File: config.mk
export PLATFORM = sky130hd
export DESIGN_NAME = pe_tile_sequencer_flat
export DESIGN_NICKNAME = d
export VERILOG_FILES = /design/src/rtl/pe_tile_sequencer_if.sv /design/src/rtl/pe_tile_sequencer.sv /design/src/flat_wrapper.sv
export SDC_FILE = /design/constraint.sdc
export NUM_CORES = 1
export LEC_CHECK = 0
export CORE_ASPECT_RATIO = 0.9
export CORE_MARGIN = 8
export CORE_UTILIZATION = 42
export DETAILED_ROUTE_END_ITERATION = 10
export GPL_TIMING_DRIVEN = 0
export MAX_ROUTING_LAYER = met4
export PLACE_DENSITY = 0.73
export SETUP_SLACK_MARGIN = 0.4
export SYNTH_ARGS = -nofsm -noshare
export SYNTH_HDL_FRONTEND = slang
export SYNTH_SLANG_ARGS = --single-unit
File: constraint.sdc
create_clock -name clock -period 4.65 [get_ports clock]
set_input_delay 0.6975 -clock clock [delete_from_list [all_inputs] [get_ports clock]]
set_output_delay 0.6975 -clock clock [all_outputs]
set_load 0.02 [all_outputs]
File: src/rtl/pe_tile_sequencer_if.sv
`default_nettype none
// ============================================================================
//  Module      : pe_tile_sequencer_if
//  Description : Command and beat bundle between the execute-command queue,
//                the tile sequencer and the PE mesh input skew registers.
//                master : command producer / beat consumer side
//                slave  : the sequencer itself
//  Signals     : cmd_valid/cmd_ready handshake with cmd_dataflow, cmd_preload,
//                cmd_shift, cmd_rows; out_valid/out_ready beat handshake with
//                out_control_dataflow, out_control_propagate,
//                out_control_shift, out_id, out_last; done/done_id completion
//                pulse; bad_dataflow sticky error flag.
//  Revision    : 1.0 - initial release
// ============================================================================
interface pe_tile_sequencer_if #(
    parameter int ROWS_W  = 5,
    parameter int ID_W    = 3,
    parameter int SHIFT_W = 5
);
    // Tile command
    logic               cmd_valid;
    logic               cmd_ready;
    logic               cmd_dataflow;
    logic               cmd_preload;
    logic [SHIFT_W-1:0] cmd_shift;
    logic [ROWS_W-1:0]  cmd_rows;

    // Per-row beat towards the mesh
    logic               out_valid;
    logic               out_ready;
    logic               out_control_dataflow;
    logic               out_control_propagate;
    logic [SHIFT_W-1:0] out_control_shift;
    logic [ID_W-1:0]    out_id;
    logic               out_last;

    // Completion and status
    logic               done;
    logic [ID_W-1:0]    done_id;
    logic               bad_dataflow;

    modport master (
        output cmd_valid, cmd_dataflow, cmd_preload, cmd_shift, cmd_rows,
        output out_ready,
        input  cmd_ready,
        input  out_valid, out_control_dataflow, out_control_propagate,
        input  out_control_shift, out_id, out_last,
        input  done, done_id, bad_dataflow
    );

    modport slave (
        input  cmd_valid, cmd_dataflow, cmd_preload, cmd_shift, cmd_rows,
        input  out_ready,
        output cmd_ready,
        output out_valid, out_control_dataflow, out_control_propagate,
        output out_control_shift, out_id, out_last,
        output done, done_id, bad_dataflow
    );
endinterface : pe_tile_sequencer_if
`default_nettype wire

File: src/rtl/pe_tile_sequencer.sv
`default_nettype none
// ============================================================================
//  Module      : pe_tile_sequencer
//  Description : Turns one tile command into the per-row control beats for
//                the PE mesh: an optional PRELOAD phase, a COMPUTE phase,
//                then FLUSH bubbles so the mesh drains before a one-cycle
//                done pulse reports the tile id.
//  Ports       : clock  - single clock
//                reset  - synchronous, active-high
//                bus    - pe_tile_sequencer_if.slave (command handshake,
//                         beat handshake, done/done_id, bad_dataflow)
//  Options     : HF_PE_SEQ_BAD_DATAFLOW_EN - when defined, a command whose
//                dataflow is not allowed by DF_SUPPORT raises the sticky
//                bad_dataflow flag and is consumed as an empty tile. When
//                undefined, bad_dataflow is tied low and every dataflow value
//                is passed through.
//  Revision    : 1.0 - initial release
// ============================================================================
module pe_tile_sequencer #(
    parameter int MAX_ROWS     = 16,
    parameter int ROWS_W       = 5,
    parameter int ID_W         = 3,
    parameter int SHIFT_W      = 5,
    parameter int FLUSH_CYCLES = 4,
    parameter int DF_SUPPORT   = 2
) (
    input  wire logic          clock,
    input  wire logic          reset,
    pe_tile_sequencer_if.slave bus
);

    // ------------------------------------------------------------------------
    // Elaboration-time parameter sanity
    // ------------------------------------------------------------------------
    if ((DF_SUPPORT < 0) || (DF_SUPPORT > 2)) begin : g_bad_df_support
        $error("pe_tile_sequencer: DF_SUPPORT must be 0, 1 or 2");
    end

    if (FLUSH_CYCLES < 1) begin : g_bad_flush_cycles
        $error("pe_tile_sequencer: FLUSH_CYCLES must be at least 1");
    end

    if (MAX_ROWS >= (1 << ROWS_W)) begin : g_bad_rows_w
        $error("pe_tile_sequencer: MAX_ROWS does not fit in ROWS_W bits");
    end

    // ------------------------------------------------------------------------
    // Constants
    // ------------------------------------------------------------------------
    localparam int FLUSH_W = (FLUSH_CYCLES > 1) ? $clog2(FLUSH_CYCLES) : 1;

    localparam logic [ROWS_W-1:0]  C_MAX_ROWS   = ROWS_W'(MAX_ROWS);
    localparam logic [FLUSH_W-1:0] C_FLUSH_LAST = FLUSH_W'(FLUSH_CYCLES - 1);

    typedef enum logic [1:0] {
        S_IDLE    = 2'd0,
        S_PRELOAD = 2'd1,
        S_COMPUTE = 2'd2,
        S_FLUSH   = 2'd3
    } state_t;

    // ------------------------------------------------------------------------
    // Declarations
    // ------------------------------------------------------------------------
    state_t               r_state;
    state_t               w_state_next;

    logic [ROWS_W-1:0]    r_rows;        // beats per phase for the active tile
    logic [ROWS_W-1:0]    r_beat_cnt;
    logic [FLUSH_W-1:0]   r_flush_cnt;
    logic [ID_W-1:0]      r_id;
    logic                 r_prop;
    logic                 r_dataflow;
    logic [SHIFT_W-1:0]   r_shift;
    logic                 r_done;
    logic [ID_W-1:0]      r_done_id;

    logic                 w_cmd_ready;
    logic                 w_accept;
    logic [ROWS_W-1:0]    w_rows_eff;
    logic                 w_df_bad;
    logic                 w_tile_empty;
    logic                 w_out_valid;
    logic                 w_beat_fire;
    logic                 w_beat_last;
    logic                 w_flush_last;
    logic                 w_out_last;

    // ------------------------------------------------------------------------
    // Command acceptance
    // ------------------------------------------------------------------------
    // Ready is gated by reset so nothing is taken in the reset cycle even
    // though the state register may still show IDLE.
    assign w_cmd_ready = (r_state == S_IDLE) && !reset;
    assign w_accept    = bus.cmd_valid && w_cmd_ready;

    // Oversized row counts are clamped rather than rejected.
    assign w_rows_eff  = (bus.cmd_rows > C_MAX_ROWS) ? C_MAX_ROWS : bus.cmd_rows;

`ifdef HF_PE_SEQ_BAD_DATAFLOW_EN
    // DF_SUPPORT: 0 = OS only (dataflow 0), 1 = WS only (dataflow 1), 2 = both.
    assign w_df_bad = ((DF_SUPPORT == 0) &&  bus.cmd_dataflow) ||
                      ((DF_SUPPORT == 1) && !bus.cmd_dataflow);
`else
    assign w_df_bad = 1'b0;
`endif

    // An empty tile produces no beats, keeps id/propagate and goes straight
    // to FLUSH so it still yields a done pulse.
    assign w_tile_empty = (w_rows_eff == '0) || w_df_bad;

    // ------------------------------------------------------------------------
    // Beat and flush bookkeeping
    // ------------------------------------------------------------------------
    assign w_out_valid  = (r_state == S_PRELOAD) || (r_state == S_COMPUTE);
    assign w_beat_fire  = w_out_valid && bus.out_ready;
    assign w_beat_last  = (r_beat_cnt == (r_rows - 1'b1));
    assign w_flush_last = (r_flush_cnt == C_FLUSH_LAST);

    // ------------------------------------------------------------------------
    // FSM: state register
    // ------------------------------------------------------------------------
    always_ff @(posedge clock) begin
        if (reset) begin
            r_state <= S_IDLE;
        end else begin
            r_state <= w_state_next;
        end
    end

    // ------------------------------------------------------------------------
    // FSM: next state and combinational outputs
    // ------------------------------------------------------------------------
    always_comb begin
        w_state_next = r_state;
        w_out_last   = 1'b0;

        case (r_state)
            S_IDLE: begin
                if (w_accept) begin
                    if (w_tile_empty) begin
                        w_state_next = S_FLUSH;
                    end else if (bus.cmd_preload) begin
                        w_state_next = S_PRELOAD;
                    end else begin
                        w_state_next = S_COMPUTE;
                    end
                end
            end

            S_PRELOAD: begin
                if (w_beat_fire && w_beat_last) begin
                    w_state_next = S_COMPUTE;
                end
            end

            S_COMPUTE: begin
                // last is a pure function of the held counter, so it stays
                // stable while the mesh back-pressures.
                w_out_last = w_beat_last;
                if (w_beat_fire && w_beat_last) begin
                    w_state_next = S_FLUSH;
                end
            end

            S_FLUSH: begin
                if (w_flush_last) begin
                    w_state_next = S_IDLE;
                end
            end

            default: begin
                w_state_next = S_IDLE;
            end
        endcase
    end

    // ------------------------------------------------------------------------
    // Datapath registers
    // ------------------------------------------------------------------------
    always_ff @(posedge clock) begin
        if (reset) begin
            r_rows      <= '0;
            r_beat_cnt  <= '0;
            r_flush_cnt <= '0;
            r_id        <= '0;
            r_prop      <= 1'b0;
            r_dataflow  <= 1'b0;
            r_shift     <= '0;
            r_done      <= 1'b0;
            r_done_id   <= '0;
        end else begin
            r_done <= 1'b0;

            if (w_accept) begin
                r_dataflow  <= bus.cmd_dataflow;
                r_shift     <= bus.cmd_shift;
                r_beat_cnt  <= '0;
                r_flush_cnt <= '0;
                r_rows      <= w_tile_empty ? '0 : w_rows_eff;
                if (!w_tile_empty) begin
                    // Tile ids wrap naturally at 2^ID_W.
                    r_id <= r_id + 1'b1;
                    // Preload alternates the double-buffered weight/bias
                    // register selected by propagate.
                    if (bus.cmd_preload) begin
                        r_prop <= ~r_prop;
                    end
                end
            end

            // The same counter serves both phases; it wraps to zero at the
            // end of PRELOAD so COMPUTE starts at beat 0.
            if (w_beat_fire) begin
                r_beat_cnt <= w_beat_last ? '0 : (r_beat_cnt + 1'b1);
            end

            if (r_state == S_FLUSH) begin
                r_flush_cnt <= w_flush_last ? '0 : (r_flush_cnt + 1'b1);
                if (w_flush_last) begin
                    r_done    <= 1'b1;
                    r_done_id <= r_id;
                end
            end
        end
    end

    // ------------------------------------------------------------------------
    // Sticky unsupported-dataflow flag
    // ------------------------------------------------------------------------
`ifdef HF_PE_SEQ_BAD_DATAFLOW_EN
    logic r_bad_df;

    always_ff @(posedge clock) begin
        if (reset) begin
            r_bad_df <= 1'b0;
        end else if (w_accept && w_df_bad) begin
            r_bad_df <= 1'b1;
        end
    end

    assign bus.bad_dataflow = r_bad_df;
`else
    assign bus.bad_dataflow = 1'b0;
`endif

    // ------------------------------------------------------------------------
    // Output drive
    // ------------------------------------------------------------------------
    assign bus.cmd_ready             = w_cmd_ready;
    assign bus.out_valid             = w_out_valid;
    assign bus.out_control_dataflow  = r_dataflow;
    assign bus.out_control_propagate = r_prop;
    assign bus.out_control_shift     = r_shift;
    assign bus.out_id                = r_id;
    assign bus.out_last              = w_out_last;
    assign bus.done                  = r_done;
    assign bus.done_id               = r_done_id;

endmodule : pe_tile_sequencer
`default_nettype wire
File: src/flat_wrapper.sv
// flat-port wrapper written by rule: the top's interface ports become plain ports
module pe_tile_sequencer_flat 
#(
    parameter int MAX_ROWS     = 16,
    parameter int ROWS_W       = 5,
    parameter int ID_W         = 3,
    parameter int SHIFT_W      = 5,
    parameter int FLUSH_CYCLES = 4,
    parameter int DF_SUPPORT   = 2
)
  (clock, reset, bus_cmd_valid, bus_cmd_dataflow, bus_cmd_preload, bus_cmd_shift, bus_cmd_rows, bus_out_ready, bus_cmd_ready, bus_out_valid, bus_out_control_dataflow, bus_out_control_propagate, bus_out_control_shift, bus_out_id, bus_out_last, bus_done, bus_done_id, bus_bad_dataflow);
  pe_tile_sequencer_if #(.ROWS_W(ROWS_W), .ID_W(ID_W), .SHIFT_W(SHIFT_W)) bus_i ();
  input  wire logic clock;
  input  wire logic reset;
  input wire logic [$bits(bus_i.cmd_valid)-1:0] bus_cmd_valid;
  input wire logic [$bits(bus_i.cmd_dataflow)-1:0] bus_cmd_dataflow;
  input wire logic [$bits(bus_i.cmd_preload)-1:0] bus_cmd_preload;
  input wire logic [$bits(bus_i.cmd_shift)-1:0] bus_cmd_shift;
  input wire logic [$bits(bus_i.cmd_rows)-1:0] bus_cmd_rows;
  input wire logic [$bits(bus_i.out_ready)-1:0] bus_out_ready;
  output wire logic [$bits(bus_i.cmd_ready)-1:0] bus_cmd_ready;
  output wire logic [$bits(bus_i.out_valid)-1:0] bus_out_valid;
  output wire logic [$bits(bus_i.out_control_dataflow)-1:0] bus_out_control_dataflow;
  output wire logic [$bits(bus_i.out_control_propagate)-1:0] bus_out_control_propagate;
  output wire logic [$bits(bus_i.out_control_shift)-1:0] bus_out_control_shift;
  output wire logic [$bits(bus_i.out_id)-1:0] bus_out_id;
  output wire logic [$bits(bus_i.out_last)-1:0] bus_out_last;
  output wire logic [$bits(bus_i.done)-1:0] bus_done;
  output wire logic [$bits(bus_i.done_id)-1:0] bus_done_id;
  output wire logic [$bits(bus_i.bad_dataflow)-1:0] bus_bad_dataflow;
  assign bus_i.cmd_valid = bus_cmd_valid;
  assign bus_i.cmd_dataflow = bus_cmd_dataflow;
  assign bus_i.cmd_preload = bus_cmd_preload;
  assign bus_i.cmd_shift = bus_cmd_shift;
  assign bus_i.cmd_rows = bus_cmd_rows;
  assign bus_i.out_ready = bus_out_ready;
  assign bus_cmd_ready = bus_i.cmd_ready;
  assign bus_out_valid = bus_i.out_valid;
  assign bus_out_control_dataflow = bus_i.out_control_dataflow;
  assign bus_out_control_propagate = bus_i.out_control_propagate;
  assign bus_out_control_shift = bus_i.out_control_shift;
  assign bus_out_id = bus_i.out_id;
  assign bus_out_last = bus_i.out_last;
  assign bus_done = bus_i.done;
  assign bus_done_id = bus_i.done_id;
  assign bus_bad_dataflow = bus_i.bad_dataflow;
  pe_tile_sequencer #(.MAX_ROWS(MAX_ROWS), .ROWS_W(ROWS_W), .ID_W(ID_W), .SHIFT_W(SHIFT_W), .FLUSH_CYCLES(FLUSH_CYCLES), .DF_SUPPORT(DF_SUPPORT)) u_core (.clock(clock), .reset(reset), .bus(bus_i));
endmodule
After elaboration in Yosys (flattened, before gate mapping)
Cells that the tools add are included.
Storage, ports and cells
  bits of input ports: 16
  output and inout bits: 18
  word-level logic and storage cells: 59
  flip-flop bits (word level): 28
Operators by class
  reduce and logical (&&, ||, !) cells: 15
  magnitude comparators: 1
  multiplexer cells: 17
  add/sub/neg operators: 4
  bitwise operators: 3
  eq/ne operators: 9
Operator list (number)
  5-bit two-way mux: 5
  2-bit two-way mux: 9
  2-bit one-hot mux with 4 select lines: 1
  2-bit == test, second input constant: 3
  5-bit by 1-bit adder with 5-bit output, second input constant: 1
  5-bit == test: 1
  5-bit greater-than comparator, second input constant: 1
  5-bit logical NOT: 1
  5-bit by 1-bit subtractor with 5-bit output, second input constant: 1
  1-bit logical AND: 4
  2-bit by 1-bit != test with 1-bit output, second input constant: 2
  2-bit != test, second input constant: 2
  2-bit AND reduction: 2
  4-bit AND reduction: 1
  2-bit nonzero test: 2
  3-bit by 1-bit adder with 3-bit output, second input constant: 1
  1-bit NOT: 3
  3-bit AND reduction: 1
  2-bit by 1-bit adder with 2-bit output, second input constant: 1
  2-bit by 1-bit == test with 1-bit output, second input constant: 1
  2-bit logical NOT: 1
  1-bit two-way mux: 2
  2-bit OR reduction: 1
  1-bit logical NOT: 1
  1-bit logical OR: 1

Logic depth before layout (Yosys ltp)
Gate-level depths: netlist (run 1).
  depth after elaboration: 6
  depth in mapped cells: 9
  gate-level depth less buffers: 7

Worst setup path before layout (run 1)
Ideal clock, no wire load.
  kind: reg2out
  start point: reg u_core.r_rows[0]
  end point: out bus_out_last
  buffers on the path: 0
  stages on the path, launching flop included: 7
  data required time: 3.953 ns
  arrival: 1.596 ns
  slack: 2.357 ns
  cell sequence: dfxtp_1 > inv_1 > ha_1 > o21ba_1 > a22oi_1 > o2111ai_2 > nor2_1
On the way
  word-level cells in the longest chain between the ends: 3
Ends and longest elaborated chain
  start, declared: line pe_tile_sequencer.sv:68  | logic [ROWS_W-1:0] r_rows;
  start signal, assigned: line pe_tile_sequencer.sv:200  | r_rows <= w_tile_empty ? '0 : w_rows_eff;
  5-bit by 1-bit subtractor with 5-bit output: line pe_tile_sequencer.sv:117  | assign w_beat_last = (r_beat_cnt == (r_rows - 1'b1));
  5-bit == test: line pe_tile_sequencer.sv:117
  1-bit two-way mux: line pe_tile_sequencer.sv:138  | case (r_state)
  end, declared: line flat_wrapper.sv:27  | output wire logic [$bits(bus_i.out_last)-1:0] bus_out_last;
Every way passes these cells.

Worst setup path after layout (run 1)
Same ends and word-level chain as after synthesis.

==> flow_metrics.py, run 1 <==
metrics = {
    "clock_tree": {
        "clock_buffer_count_from_cts": 3,
        "clockRootBuffer": "clkbuf_8",
        "hold_buffers_post_cts": 0,
        "postCtsSetupBuffers": 0,
        "clock_slew_at_the_register_clock_pins_of_the_worst_setup_and_hold_paths_ps": 90,
        "clock-sinks": 28,
        "clk-insertion-delay-late_ps": 270,
        "ctsResizeCount": 0,
        "h-tree-depth": 1,
        "clock_path_buffers": 2,
        "tritoncts": "built",
    },
    "critical_path": {
        "critical_path_peak_fanout": 10,
        "critical-path-top-delay-family": "buffers and inverters",
        "cp_cell_sequence": "inv_1 > ha_1 > o21ba_1 > a22oi_1 > o2111ai_2 > nor2_1 > clkdlybuf4s50_1",
        "cp.arrival_ps": 2430,
        "cp_num_buf_inv": 2,
        "ff2ff_setup_slack_ps": 2570,
        "number_of_cell_instances_on_the_worst_register_to_register_path": 8,
        "max_stage_delay_ps": 620,
        "worst-setup-path-type": "flip-flop to output pin",
        "worstSetupStartpointType": "flip-flop",
        "worst_ep_required_time_ps": 3950,
        "end_kind": "output pin",
        "worst_path_max_delay_cell": "clkdlybuf4s50_1",
        "regToRegStartpoint": "u_core.r_state[0]",
        "regToRegEndpoint": "u_core.r_state[1]",
    },
    "sta": {
        "finalSetupTns_ps": 0,
        "timing.hold.ws_ps": 463.1,
        "final_max_slew_viol_count": 0,
        "layout_worst_path_cycle_share_pct": 67.23,
        "rsz0062_at_grt": "no",
        "timing_hold_violations_final": 0,
        "layout_min_cycle_time_ps": 3126,
        "finalClockSkew_ps": 7.738,
        "setup_viol": 0,
        "achievable-frequency_ghz": 0.3199,
    },
    "pwr": {
        "cellPowerDensity_nw_per_um2": 357.2,
        "design_power_w": 0.0006779,
        "peakVddDrop_v": 0.0001961,
        "power.leakage_nw": 0.7048,
    },
    "outcome": {
        "status": "completed",
    },
    "floorplanning": {
        "core_area_um2": 3378,
        "num_io_pins": 34,
        "die_area_um2": 5716,
        "placementRows": 20,
        "die_w_um": 78.82,
        "dieHeight_um": 72.53,
        "initial_core_util_pct": 44.15,
    },
    "synthesis": {
        "seq_area_frac_synth_pct": 37.58,
        "synthCells": 178,
        "synth-warning-count": 0,
        "synth_most_common_cell": "nand2_1",
        "yosysUniqueCellTypes": 39,
        "synth_top_cell_area_share_pct": 37.58,
        "syn_area_um2": 1491,
        "synthTopCellsByCount": "nand2_1 (30), dfxtp_1 (28), nor2_1 (17)",
        "synth.top_cells.by_area": "dfxtp_1 (38%), nand3b_1 (8.1%), nand2_1 (7.6%), ha_1 (6.7%), nor2_1 (4.3%)",
        "synth_top_flop_cell": "dfxtp_1",
        "synth-edff-count": 0,
        "synth_area_per_cell_um2": 8.379,
        "netlist.top_cell.by_area": "dfxtp_1",
        "ys_async_sr_fraction_pct": 0,
        "yosys_register_bits": 28,
        "postSynthNetCount": 202,
    },
    "job": {
        "cap_violations": 0,
    },
    "routing": {
        "vias_per_cell": 5.047,
        "route.vias.total": 1292,
        "wirelength_um": 3230,
        "drt-initial-drc-count": 56,
        "avgRoutedWirePerCell_um": 12.62,
        "drt_pass1_iterations": 4,
        "antenna_violating_nets_post_route": 0,
        "drc_errors": 0,
    },
    "cells_and_area": {
        "multiInputGateArea_um2": 853.3,
        "final_layout_size_suffix_gt1_share_pct": 5.189,
        "post_route_insts_no_fill": 256,
        "count_of_fill_cells_added_during_filler_insertion": 336,
        "num_antenna_cells": 0,
        "synthToLayoutAreaGrowth_pct": 27.27,
        "finalInstanceArea_um2": 1898,
        "nets": 238,
        "regArea_um2": 560.5,
    },
    "min_path": {
        "hold_class": "flip-flop to flip-flop",
        "whs_path_depth": 2,
        "hold_path_end": "u_core.bus.done_id[1]",
        "hold_start": "u_core.bus.done_id[1]",
    },
    "placed_design": {
        "placement.io_buffers": 31,
        "numPlacedInstances": 253,
        "place_hpwl_um": 2522,
        "placement.cell_area_um2": 1857,
        "place.gp.congestion": 0.7966,
    },
    "grt": {
        "number_of_global_route_vias_before_repair": 1191,
        "grt_usage_pct": 11.62,
        "antenna_found_initial": 0,
        "grt-ovfl-total": 0,
        "grt_start_max_net_pins": 15,
        "global_route_wire_length_before_repair_um": 5340,
    },
}
## worst min-delay path, cell delays in order (launching register included)
cell	delay, ps
dfxtp_1	320
nand2_1	50
a21oi_1	50
## how the worst max path moves through the flow
| stage | depth (start not counted) | slack, ps | start | to |
|---|---|---|---|---|
| 2_1_floorplan | 6 | 2360 | u_core.r_rows[0] | bus_out_last |
| 3_3_place_gp | 7 | 1800 | u_core.r_rows[0] | bus_out_last |
| 3_5_place_dp | 7 | 1820 | u_core.r_rows[0] | bus_out_last |
| 4_1_cts | 7 | 1510 | u_core.r_rows[0] | bus_out_last |
| 5_1_grt | 7 | 1400 | u_core.r_rows[0] | bus_out_last |
| 6_report | 7 | 1520 | u_core.r_rows[0] | bus_out_last |
## sequential cells by signal, summed over array words and instances, names as in the netlist
signal	flops
u_core.bus.out_id	3
u_core.r_rows	5
u_core.bus.out_control_shift	5
u_core.bus.done_id	3
u_core.r_beat_cnt	5
u_core.bus.out_control_dataflow	1
u_core.bus.done	1
u_core.bus.out_control_propagate	1
u_core.r_state	2
u_core.r_flush_cnt	2
## area by class of cell
cell class | count | share of cell area [%]
well taps | 44 | 2.900
multi-input cells | 133 | 44.96
clock buffers | 3 | 2.175
inverters | 5 | 0.9888
plain buffers | 12 | 3.098
repair buffers | 31 | 16.35
flip-flops and latches | 28 | 29.53
## cells by family (layout without fill, tap and decap cells)
kind of cell / Yosys count / count (layout) / share of synthesized area (%)
fa+ha+maj: 8 / 8 / 6.712
mux: 2 / 2 / 1.342
compound gates: 25 / 25 / 11.91
other cells: 1 / 1 / 0.2514
xor+xnor: 11 / 11 / 6.460
simple gates: 86 / 86 / 30.54
buf+inv: 17 / 51 / 5.202
flops: 28 / 28 / 37.58
## metrics by stage
step                      setup slack [ps]  utilization [%]
after floorplan                       2357                -
after global placement                1803            54.96
after detailed placement              1820            54.96
after CTS                             1510            56.19
after global routing                  1395            56.19
final                                 1524            56.19
## placed cells by master (no fill, tap or decap), types with 2 or more instances in the layout
cell             synthesis  final
nand3b_1                16     16
a22oi_1                  2      2
xnor2_1                  7      7
clkbuf_8                 0      3
buf_2                    2      2
ha_1                     8      8
nor2b_1                  3      3
dfxtp_1                 28     28
clkbuf_1                 7      7
a21oi_1                 10     10
o21ai_1                  2      2
nor4b_1                  2      2
xor2_1                   4      4
o21ba_1                  3      3
nand2_1                 30     30
nor2_1                  17     17
inv_1                    5      5
clkdlybuf4s50_1          0     31
mux2i_1                  2      2
nand3_1                  8      8
nand4b_1                 2      2
## routing by layer
layer,global-route usage (%),share of wire (%),vias up
li1,-,-,673
met1,14.08,49,588
met2,18.84,45,26
met3,2.840,4.2,5
met4,3.080,0.93,0
met5,-,0,-
## power breakdown
group	internal [W]	switching [W]	leakage, nW	total [W]
Combinational	0.000122	0.000133	0.455	0.000255
Clock	0.0000581	0.0000704	0.0216	0.000129
Sequential	0.000269	0.0000255	0.228	0.000294
(Power assumes the default switching activity.)
==> run 2, diff against run 1 <==
==> constraint.sdc (replaced) <==
create_clock -name clock -period 3 [get_ports clock]
set_input_delay 0.45 -clock clock [delete_from_list [all_inputs] [get_ports clock]]
set_output_delay 0.45 -clock clock [all_outputs]
set_load 0.02 [all_outputs]
==> run 2 against run 1 <==
Global-route usage is 0.080 points higher; worst setup slack lost 940 ps; critical endpoint unchanged; flip-flop and latch count unchanged; via count up 0.46%.
==> flow_metrics.py, run 2 (same netlist as run 1, synthesis figures left out) <==
metrics = {
    "grt": {
        "grt-ovfl-total": 0,
        "grt_start_max_net_pins": 15,
        "number_of_global_route_vias_before_repair": 1201,
        "antenna_found_initial": 0,
        "global_route_wire_length_before_repair_um": 5375,
        "grt_usage_pct": 11.70,
        "use_met3_pct": 2.840,
        "grt.met1_usage_pct": 14.15,
        "grt_util_met2_pct": 19.03,
        "globalRoute.busiestLayer": "met2",
    },
    "critical_path": {
        "cp.arrival_ps": 1970,
        "end_kind": "output pin",
        "worst-setup-path-type": "flip-flop to output pin",
        "cp_cell_sequence": "inv_1 > ha_1 > o21ba_1 > a22oi_1 > o2111ai_4 > nor2_1 > clkbuf_2",
        "cp_num_buf_inv": 2,
        "worstSetupStartpointType": "flip-flop",
        "worst_ep_required_time_ps": 2550,
        "critical-path-top-delay-family": "compound AO/OA/AOI/OAI gates",
        "critical_path_peak_fanout": 10,
        "max_stage_delay_ps": 390,
        "worst_path_max_delay_cell": "dfxtp_1",
        "ff2ff_setup_slack_ps": 920,
    },
    "clock_tree": {
        "h-tree-depth": 1,
        "clock-sinks": 28,
        "clk-insertion-delay-late_ps": 270,
        "clock_buffer_count_from_cts": 3,
        "clockRootBuffer": "clkbuf_8",
        "clock_path_buffers": 2,
        "clock_slew_at_the_register_clock_pins_of_the_worst_setup_and_hold_paths_ps": 90,
        "postCtsSetupBuffers": 0,
        "tritoncts": "built",
    },
    "cells_and_area": {
        "finalInstanceArea_um2": 1904,
        "count_of_fill_cells_added_during_filler_insertion": 335,
        "layout_common_cells": "nand2_1 (30), clkdlybuf4s50_1 (30), dfxtp_1 (28)",
        "post_route_insts_no_fill": 256,
        "nets": 238,
        "final_layout_size_suffix_gt1_share_pct": 5.660,
        "num_antenna_cells": 0,
        "regArea_um2": 560.5,
        "synthToLayoutAreaGrowth_pct": 27.68,
        "multiInputGateArea_um2": 864.6,
    },
    "placed_design": {
        "place.gp.congestion": 0.7966,
        "dp_worst_setup_slack_ps": 417.8,
        "placement.io_buffers": 31,
        "place_hpwl_um": 2522,
        "placement.cell_area_um2": 1857,
        "numPlacedInstances": 253,
    },
    "routing": {
        "avgRoutedWirePerCell_um": 12.66,
        "drt-initial-drc-count": 36,
        "vias_per_cell": 5.070,
        "antenna_violating_nets_post_route": 0,
        "drt_pass1_iterations": 4,
        "route.vias.total": 1298,
        "drc_errors": 0,
        "wirelength_um": 3241,
    },
    "pwr": {
        "peakVddDrop_v": 0.0003040,
        "power.leakage_nw": 0.7061,
        "cellPowerDensity_nw_per_um2": 554.2,
    },
    "floorplanning": {
        "initial_core_util_pct": 44.15,
        "num_io_pins": 34,
        "core_area_um2": 3378,
        "dieHeight_um": 72.53,
        "die_area_um2": 5716,
        "placementRows": 20,
        "die_w_um": 78.82,
    },
    "sta": {
        "layout_worst_path_cycle_share_pct": 80.64,
        "layout_min_cycle_time_ps": 2419,
        "finalClockSkew_ps": 8.090,
        "setup_slack_ps": 580.9,
        "timing_hold_violations_final": 0,
        "achievable-frequency_ghz": 0.4134,
        "final_max_slew_viol_count": 0,
        "setup_viol": 0,
        "rsz0062_at_grt": "no",
        "finalSetupTns_ps": 0,
    },
    "job": {
        "cap_violations": 0,
    },
    "outcome": {
        "status": "completed",
    },
    "min_path": {
        "hold_class": "flip-flop to flip-flop",
    },
}
==> run 2: changes by cell type in the layout (fill, tap and decap cells not counted), sizes merged <==
| cell | previous run | this run |
|---|---|---|
| clkbuf | 10 | 11 |
| clkdlybuf4s50 | 31 | 30 |
==> run 2: where the power goes <==
part | internal [W] | switching [W] | leakage, nW
clock network | 0.0000901 | 0.000109 | 0.0216
logic | 0.000190 | 0.000209 | 0.457
registers | 0.000417 | 0.0000397 | 0.228
==> run 2: path summary, 6_finish.rpt <==
check,to,startpoint,cells past startpoint
min reg2reg,u_core.bus.done_id[1],u_core.bus.done_id[1],2
max reg2reg,u_core.r_state[1],u_core.r_state[0],8
max,bus_out_last,u_core.r_rows[0],7
min,u_core.bus.done_id[1],u_core.bus.done_id[1],2
==> run 2: timing repair <==
action                                  CTS  global route
endpoints found under the setup margin    1             1
gates resized for setup                   2             2
hold buffers                              0             0
pin swaps                                 0             0
==> run 2: cell type report <==
class                           instances  share of cell area [%]
Clock buffer                            3                   2.168
Tap cell                               44                   2.891
Multi-Input combinational cell        133                   45.40
Sequential cell                        28                   29.43
Buffer                                 12                   3.088
Timing Repair Buffer                   31                   16.03
Inverter                                5                  0.9855
==> run 2: stage by stage <==
stage	utilization [%]	total power [W]	hold slack, ps
after floorplan	-	0.0007242	445.0
after global placement	54.96	0.0008568	450.8
after detailed placement	54.96	0.0008626	454.6
after CTS	56.48	0.001063	467.1
after global routing	56.37	0.001121	489.2
final	56.37	0.001055	463.1
==> run 2: layer usage <==
| metal | up-vias | share of wire [%] |
|---|---|---|
| li1 | 673 | - |
| met1 | 596 | 49 |
| met2 | 24 | 46 |
| met3 | 5 | 4.0 |
| met4 | 0 | 0.93 |
| met5 | - | 0 |
==> run 2: worst min-delay path: stages, from the launching register on <==
cell and delay [ps]:
dfxtp_1 320, nand2_1 50, a21oi_1 50
